===== src/rtl/pll_reconfig_sequencer.sv =====
// pll_reconfig_sequencer: range-checks multiply/divide requests, drives a PLL reconfig scan and reports lock status.
// Define PLL_SEQ_TIMEOUT_EN to bound the time spent in WAIT_DONE+WAIT_LOCK by TIMEOUT_CYCLES.
module pll_reconfig_sequencer #(
  parameter int DEFAULT_MULT = 1,
  parameter int DEFAULT_DIV = 1,
  parameter int BUSY_START_MAX = 16,
  parameter int LOCK_STABLE_CYCLES = 256
`ifdef PLL_SEQ_TIMEOUT_EN
  , parameter int TIMEOUT_CYCLES = 65535
`endif
) (
  input  logic       clock,
  input  logic       reset,
  input  logic       req_valid,
  output logic       req_ready,
  input  logic [7:0] req_mult,
  input  logic [7:0] req_div,
  output logic [7:0] MultiFactor,
  output logic [7:0] DividFactor,
  output logic       trigger,
  input  logic       busy,
  input  logic       locked,
  output logic       active,
  output logic       done,
  output logic [1:0] status
);
  localparam int BW = $clog2(BUSY_START_MAX + 1);
  localparam int LW = $clog2(LOCK_STABLE_CYCLES + 1);
`ifdef PLL_SEQ_TIMEOUT_EN
  localparam int TW = $clog2(TIMEOUT_CYCLES + 1);
  logic [TW-1:0] tmo_cnt;
`endif
  typedef enum logic [2:0] {IDLE, CHECK, TRIG, WAIT_BUSY, WAIT_DONE, WAIT_LOCK, REPORT} state_t;
  state_t state;
  logic [7:0] mult_q, div_q;
  logic [1:0] code;
  logic [1:0] sync;
  logic [BW-1:0] busy_cnt;
  logic [LW-1:0] lock_cnt;
  assign req_ready = state == IDLE && !reset;
  assign active = state != IDLE;
  always_ff @(posedge clock) begin
    if (reset) begin
      state <= IDLE;
      mult_q <= '0;
      div_q <= '0;
      code <= 2'b00;
      sync <= 2'b00;
      busy_cnt <= '0;
      lock_cnt <= '0;
      MultiFactor <= 8'(DEFAULT_MULT);
      DividFactor <= 8'(DEFAULT_DIV);
      trigger <= 1'b0;
      done <= 1'b0;
      status <= 2'b00;
`ifdef PLL_SEQ_TIMEOUT_EN
      tmo_cnt <= '0;
`endif
    end else begin
      sync <= {sync[0], locked};
      trigger <= 1'b0;
      done <= 1'b0;
      case (state)
        IDLE: if (req_valid) begin
          mult_q <= req_mult;
          div_q <= req_div;
          state <= CHECK;
        end
        CHECK: if (mult_q == 8'd0 || div_q == 8'd0) begin
          code <= 2'b01;
          state <= REPORT;
        end else begin
          MultiFactor <= mult_q;
          DividFactor <= div_q;
          state <= TRIG;
        end
        // factors were loaded a cycle earlier, so they are settled when trigger rises
        TRIG: begin
          trigger <= 1'b1;
          busy_cnt <= '0;
          state <= WAIT_BUSY;
        end
        WAIT_BUSY: if (busy) begin
          state <= WAIT_DONE;
`ifdef PLL_SEQ_TIMEOUT_EN
          tmo_cnt <= '0;
`endif
        end else if (busy_cnt == BW'(BUSY_START_MAX - 1)) begin
          code <= 2'b10;
          state <= REPORT;
        end else busy_cnt <= busy_cnt + 1'b1;
        WAIT_DONE: if (!busy) begin
          lock_cnt <= '0;
          state <= WAIT_LOCK;
        end
        WAIT_LOCK: if (!sync[1]) lock_cnt <= '0;
        else if (lock_cnt == LW'(LOCK_STABLE_CYCLES - 1)) begin
          lock_cnt <= LW'(LOCK_STABLE_CYCLES);
          code <= 2'b00;
          state <= REPORT;
        end else lock_cnt <= lock_cnt + 1'b1;
        REPORT: begin
          done <= 1'b1;
          status <= code;
          state <= IDLE;
        end
        default: state <= IDLE;
      endcase
`ifdef PLL_SEQ_TIMEOUT_EN
      // placed after the case so a timeout overrides a lock that completes on the same edge
      if (state == WAIT_DONE || state == WAIT_LOCK) begin
        if (tmo_cnt == TW'(TIMEOUT_CYCLES - 1)) begin
          code <= 2'b11;
          state <= REPORT;
        end else tmo_cnt <= tmo_cnt + 1'b1;
      end
`endif
    end
  end
endmodule

===== config.mk =====
export PLATFORM = sky130hd
export DESIGN_NAME = pll_reconfig_sequencer
export DESIGN_NICKNAME = d
export VERILOG_FILES = /design/src/rtl/pll_reconfig_sequencer.sv
export SDC_FILE = /design/constraint.sdc
export NUM_CORES = 1
export LEC_CHECK = 0
export ABC_AREA = 1
export CAP_MARGIN = 10
export CORE_ASPECT_RATIO = 0.8
export CORE_UTILIZATION = 37
export DETAILED_ROUTE_END_ITERATION = 12
export PLACE_DENSITY_LB_ADDON = 0.3
export SYNTH_ARGS = -nofsm -noshare
export SYNTH_HDL_FRONTEND = slang
export SYNTH_SLANG_ARGS = --single-unit

===== constraint.sdc =====
create_clock -name clock -period 2.44 [get_ports clock]
set_clock_uncertainty 0.15 [all_clocks]
set_input_delay 0.244 -clock clock [delete_from_list [all_inputs] [get_ports clock]]
set_output_delay 0.244 -clock clock [all_outputs]
set_load 0.02 [all_outputs]

==> results of run 1 <==
==> sequential cells by signal, indices dropped and copies added, names as in the netlist <==
| name | count |
|---|---|
| state | 3 |
| sync | 2 |
| MultiFactor | 8 |
| busy_cnt | 5 |
| mult_q | 8 |
| div_q | 8 |
| lock_cnt | 9 |
| done | 1 |
| trigger | 1 |
| code | 2 |
| DividFactor | 8 |
| status | 2 |
==> logic make-up (layout without fill, tap and decap cells) <==
group | Yosys count | after routing | share of synthesized area (%)
xor+xnor | 2 | 2 | 0.716
buf+inv | 64 | 114 | 10.9
fa+ha+maj | 4 | 4 | 2.05
simple gates | 107 | 107 | 20.3
flops | 57 | 57 | 46.6
compound gates | 90 | 90 | 19.4
==> synth_stat cells (all sizes together) <==
cell type	number	share of area (%)
dfxtp	57	47
inv	52	8.1
nand2	51	8.9
a21oi	46	9.9
o21ai	38	7.8
nor2	36	5.9
nand3	8	2.2
nor3	8	1.8
buf	7	2.0
clkbuf	5	0.77
ha	4	2.0
o211ai	2	0.61
xor2	2	0.72
a31oi	1	0.26
and3	1	0.26
nand4	1	0.51
nor3b	1	0.31
o21bai	1	0.31
o221ai	1	0.36
o22ai	1	0.26
or2	1	0.26
==> worst register-to-register path, delay by kind of cell (launching register included) <==
family	cells	cell delay, ns
fa+ha+maj	2	0.36
flops	1	0.39
simple gates	11	0.95
==> where the power goes <==
| group | switching, W | internal [W] | leakage [nW] |
|---|---|---|---|
| combinational | 0.000914 | 0.000599 | 0.707 |
| sequential | 0.000162 | 0.00121 | 0.467 |
| clock | 0.000372 | 0.000496 | 0.0953 |
| total | 0.00145 | 0.00231 | 1.27 |
==> metrics by stage <==
stage	cells	util, %	worst slack [ns]
after CTS	458	49.1	0.150
after floorplan	324	-	0.667
after global placement	442	46.0	0.540
final	458	49.1	0.174
after global routing	458	49.1	0.0299
after detailed placement	442	46.0	0.482
==> worst min path at each step <==
stage               startpoint       to  slack (ns)  depth (start not counted)
floorplan               locked  sync[0]        0.20                          2
global placement       sync[0]  sync[1]        0.24                          2
detailed placement     sync[0]  sync[1]        0.25                          2
CTS                    sync[0]  sync[1]        0.26                          2
global route            locked  sync[0]        0.30                          3
finish                 sync[0]  sync[1]        0.25                          2
==> final cells by class <==
cell class / count / area share [%]
Timing Repair Buffer: 46 / 14.4
Clock buffer: 11 / 4.52
Inverter: 52 / 6.31
Multi-Input combinational cell: 203 / 33.2
Clock inverter: 5 / 1.76
Tap cell: 84 / 3.36
Sequential cell: 57 / 36.5
==> layer usage <==
layer	vias up	routed length, um
li1	1130	-
met5	-	0
met2	45	2180
met1	938	2420
met4	0	24
met3	3	251
==> metrics.cfg, run 1 <==
[power]
vdd_ir_drop_max_v=0.000354
p_leak_nw=1.27
power.density_nw_per_um2=1200
total_power_w=0.00375

[setup_path]
crit_family=buffers and inverters
crit_arrival_ns=1.87
timing.critical_path.buf_inv=3
rrSetupSlack_ns=0.48
cp_max_fo=9
reg2reg_depth=13
cp_slowest_cell=clkdlybuf4s50_1
crit_type=reg -> out
cp-end-kind=primary output
cp-endpoint=req_ready
crit_cells=6
crit_path_start=state[0]
timing.rr.end=code[1]
required_ns=2.05
worst_setup_path_start_kind=register
cp_cell_sequence=inv_4 > nand2_1 > nor2_1 > inv_1 > nor2_1 > clkdlybuf4s50_1
timing.rr.start=lock_cnt[0]
slowest_delay_ns=0.60
cp_common_cell=nor2_1

[floorplan]
start_util_pct=38.4
dieWidth_um=92.9
coreArea_sq_um=6380
die_y_um=74.7
die_area_sq_um=6950
rows=26
io_pins=43

[global_routing]
grtUsageTotal_pct=15.9
met2_usage_pct=26.1
grt_pass1_vias=1950
grt_pass1_wl_um=8490
antenna_found_initial=0
grt_max_degree=33
met1_usage_pct=19.6
gr-usage-met3_pct=5.56
gr-total-overflow=0
busiest_layer=met2

[placement]
gp_congestion=0.835
hpwlAfterDp_um=3510
port_buffers=42
place_area_sq_um=2930

[finish]
layout.nets=394
area_growth_pct=27.9
fillerInstances=650
layout_commonest_cell=dfxtp_1
layout_common_cells=dfxtp_1 (57), inv_1 (47), nand2_1 (46), a21oi_1 (45), clkdlybuf4s50_1 (42)
multi_input_area_sq_um=1040
final_area_sq_um=3130
ff_latch_area_sq_um=1140
antenna_cells=0
drive_above_1_share_pct=9.89

[detailed_routing]
drt_pass1_iterations=4
ant_nets=0
avgViaCountPerCell=4.62
vias=2116
routed_wl_um=4870
drc=0
wl_per_cell_um=10.6
drt_iter0_markers=104

[synth]
syn_nets=349
synth_warnings=0
synth_cells=324
yosysSeqAreaShare_pct=46.6
synth_cell_type_count=33
ys_ff_latch=57
netlist_area_sq_um=2450
avgSynthCellArea_sq_um=7.55

[clock_network]
clock_sinks=57
ctsResizeCount=0
cts_hold_buf=0
clockRootBuffer=clkbuf_8
clkTransAtPathRegs_ns=0.06
insertion_delay_ns=0.33
htree_levels=3
post_cts_buffers=0
cts_max_path_buffers=2
numCtsBuffers=9
cts_tree=built

[job]
drv_cap=0

[timing]
setup_viol=0
period_minus_slack_ns=2.27
report.final.slew_viol_count=0
rsz0062_at_grt=false
fmax_ghz=0.441
worst_pin_slew_ns=0.502
fin_setup_tns_ns=0
max_slew_margin_pct=66.4
whs_ns=0.255
hold_viol=0
period_share_pct=92.9

[run_status]
status=finished, final reports clean

[min_path]
hold_class=reg -> reg

Power figures use the tool's default switching activity.
==> run 2, diff against run 1 <==
--- a/config.mk
+++ b/config.mk
@@ -11,6 +11,7 @@
 export CORE_UTILIZATION = 37
 export DETAILED_ROUTE_END_ITERATION = 12
 export PLACE_DENSITY_LB_ADDON = 0.3
+export SKIP_LAST_GASP = 1
 export SYNTH_ARGS = -nofsm -noshare
 export SYNTH_HDL_FRONTEND = slang
 export SYNTH_SLANG_ARGS = --single-unit
==> results of run 2 <==
The final DEF is identical to that of run 1; final timing and power are the same.
==> run 3, diff against run 2 <==
--- a/config.mk
+++ b/config.mk
@@ -5,9 +5,9 @@
 export SDC_FILE = /design/constraint.sdc
 export NUM_CORES = 1
 export LEC_CHECK = 0
-export ABC_AREA = 1
 export CAP_MARGIN = 10
 export CORE_ASPECT_RATIO = 0.8
+export CORE_MARGIN = 1
 export CORE_UTILIZATION = 37
 export DETAILED_ROUTE_END_ITERATION = 12
 export PLACE_DENSITY_LB_ADDON = 0.3
==> run 3 against run 2 <==
- utilization grew 1.6 points
- maximum frequency up 1.6%
- global-route usage rose by 0.46 points
- wire length grew 2.1%
- setup slack better by 0.036 ns
- register-to-register slack lost 0.08 ns
- critical path depth fell by 2
- largest cell class unchanged
==> metrics.cfg, run 3 <==
[detailed_routing]
wl_per_cell_um=12.5  ; +17%
ant_nets=0  ; unchanged
vias=1929  ; -8.8%
avgViaCountPerCell=4.83  ; +4.6%
drt_pass1_iterations=4  ; unchanged
drt_iter0_markers=64  ; -38%
routed_wl_um=4970  ; +2.1%
drc=0  ; unchanged

[global_routing]
gr-total-overflow=0  ; unchanged
grt_pass1_vias=1814  ; -7.0%
grt_pass1_wl_um=8360  ; -1.5%
grt_max_degree=52  ; +58%
grtUsageTotal_pct=16.3  ; +0.46 points
antenna_found_initial=0  ; unchanged

[finish]
layout_common_cells=dfxtp_1 (57), nand2_1 (44), clkdlybuf4s50_1 (41), nor2_1 (34), a21oi_1 (25)
layout_commonest_cell=dfxtp_1
largest_register=lock_cnt
antenna_cells=0  ; unchanged
largest_register_ffs=9  ; unchanged
final_util_pct=50.7  ; +1.6 points
final_area_sq_um=3050  ; -2.7%
area_growth_pct=30.4
layout.nets=338  ; -14%
drive_above_1_share_pct=7.86  ; -2.0 points

[run_status]
status=finished, final reports clean

[clock_network]
cts_max_path_buffers=2  ; unchanged
clock_sinks=57  ; unchanged
clockRootBuffer=clkbuf_8
numCtsBuffers=9  ; unchanged
cts_hold_buf=0  ; unchanged
insertion_delay_ns=0.34  ; about the same
cts_tree=built
clkTransAtPathRegs_ns=0.07  ; about the same
post_cts_buffers=0  ; unchanged
htree_levels=3  ; unchanged

[synth]
async_reset_ff_share_pct=0  ; unchanged
synth_cell_type_count=35  ; +6.1%
synth_cells=271  ; -16%
synth_warnings=0  ; unchanged
synth_top_flop_cell=dfxtp_1
ys_ff_latch=57  ; unchanged
avgSynthCellArea_sq_um=8.62  ; +14%
synth.area.top_cells=dfxtp_1 (49%), nand2_1 (7.1%), mux2i_1 (6.9%), nor2_1 (5.5%), a21oi_1 (5.4%)
yosys.area.top_type=dfxtp_1
yosysTopAreaCellShare_pct=48.8  ; +2.2 points
netlist_area_sq_um=2340  ; -4.6%
syn_nets=296  ; -15%
yosysSeqAreaShare_pct=48.8  ; +2.2 points
synthTopCellsByCount=dfxtp_1 (57), nand2_1 (44), nor2_1 (34)
synth_edf_count=0  ; unchanged
synthMostInstantiatedCell=dfxtp_1

[timing]
fin_setup_tns_ns=0  ; unchanged
worst_pin_slew_ns=0.618  ; +0.116 ns
period_share_pct=91.4  ; -1.5 points
setup_viol=0  ; unchanged
rsz0062_at_grt=false
hold_viol=0  ; unchanged
fmax_ghz=0.448  ; +1.6%
period_minus_slack_ns=2.23  ; -0.0360 ns
report.final.slew_viol_count=0  ; unchanged
max_slew_margin_pct=58.7  ; -7.7 points

[floorplan]
die_area_sq_um=6640  ; -4.4%
rows=25  ; -3.8%
io_pins=43  ; unchanged
coreArea_sq_um=6010  ; -5.8%
dieWidth_um=90.8  ; -2.3%
die_y_um=73.1  ; -2.2%
start_util_pct=38.9  ; +0.51 points

[min_path]
hold_class=reg -> reg

[setup_path]
rrSetupSlack_ns=0.40  ; -0.08 ns
required_ns=2.05  ; about the same
crit_type=reg -> out
worst_setup_path_start_kind=register
cp-end-kind=primary output
crit_arrival_ns=1.84  ; -0.03 ns
cp_max_fo=12  ; +3

[placement]
port_buffers=42  ; unchanged
place_area_sq_um=2810  ; -4.1%
hpwlAfterDp_um=3380  ; -3.5%
gp_congestion=0.770  ; -7.8%

[power]
power.density_nw_per_um2=955  ; -20%
p_leak_nw=1.20  ; -5.2%
vdd_ir_drop_max_v=0.000377  ; +6.7%

[job]
drv_cap=0  ; unchanged

[run 3: cell types whose count changed in the layout (fill, tap and decap cells not counted), sizes merged, moves of 4 or more]
cell   change
inv       -47
o21ai     -30
a21oi     -21
mux2i     +16
nand2      -7
nor2b      +7
xor2       +6
and3       +4
nand4      +4
nor4       +4
[run 3: logic make-up (layout without fill, tap and decap cells)]
| group | after synthesis | in the layout | synth area share, % |
|---|---|---|---|
| adder cells (fa/ha/maj) | 4 | 4 | 2.14 |
| buffers and inverters | 21 | 68 | 4.12 |
| XOR/XNOR | 10 | 10 | 3.75 |
| multiplexers | 16 | 16 | 6.86 |
| AO/OA/AOI/OAI | 44 | 44 | 11.0 |
| flip-flops | 57 | 57 | 48.8 |
| AND/OR/NAND/NOR | 119 | 119 | 23.3 |
[run 3: layout make-up]
cell class / instances / area (sq um)
timing repair buffer: 47 / 453
fill: 563 / 2960
multi-input combinational: 193 / 1100
clock inverter: 6 / 91.3
sequential: 57 / 1140
tap: 81 / 101
clock buffer: 10 / 138
inverter: 5 / 18.8
[run 3: repair_timing]
item,CTS,global route
hold endpoints to repair,0,0
resized for setup,0,1
endpoints found under the setup margin,0,1
[run 3: report_power, final]
group	switching, W	internal, W	total (W)
clock	0.000386	0.000603	0.000989
sequential	0.000110	0.00104	0.00115
combinational	0.000443	0.000331	0.000774
[run 3: stage by stage]
step	cells	power, W	setup slack (ns)	hold slack [ns]
final	399	0.00291	0.210	0.285
after floorplan	271	0.00169	0.607	0.222
after CTS	399	0.00293	0.103	0.288
after global placement	383	0.00192	0.482	0.274
after detailed placement	383	0.00194	0.445	0.283
after global routing	399	0.00308	0.0713	0.295
[run 3: worst max-delay path, cell delays in order, from the launching register on]
cell and delay [ns]:
dfxtp_1 0.44, nor3_2 0.27, inv_1 0.10, nor2_1 0.09
clkdlybuf4s50_1 0.60
[run 3: final timing paths]
check / startpoint / end / cells after the start
worst max-delay path: state[2] / req_ready / 4
worst min-delay path: sync[0] / sync[1] / 1
worst max register to register: lock_cnt[0] / code[0] / 9
worst min register to register: sync[0] / sync[1] / 1
[run 3: metal layers]
metal  vias up  track usage [%]  share of wire (%)
met5         -                0                  0
met4         0             5.29                1.0
met3         7             6.88                5.3
met2        41             25.5                 44
met1       884             20.6                 49
li1        997                -                  -
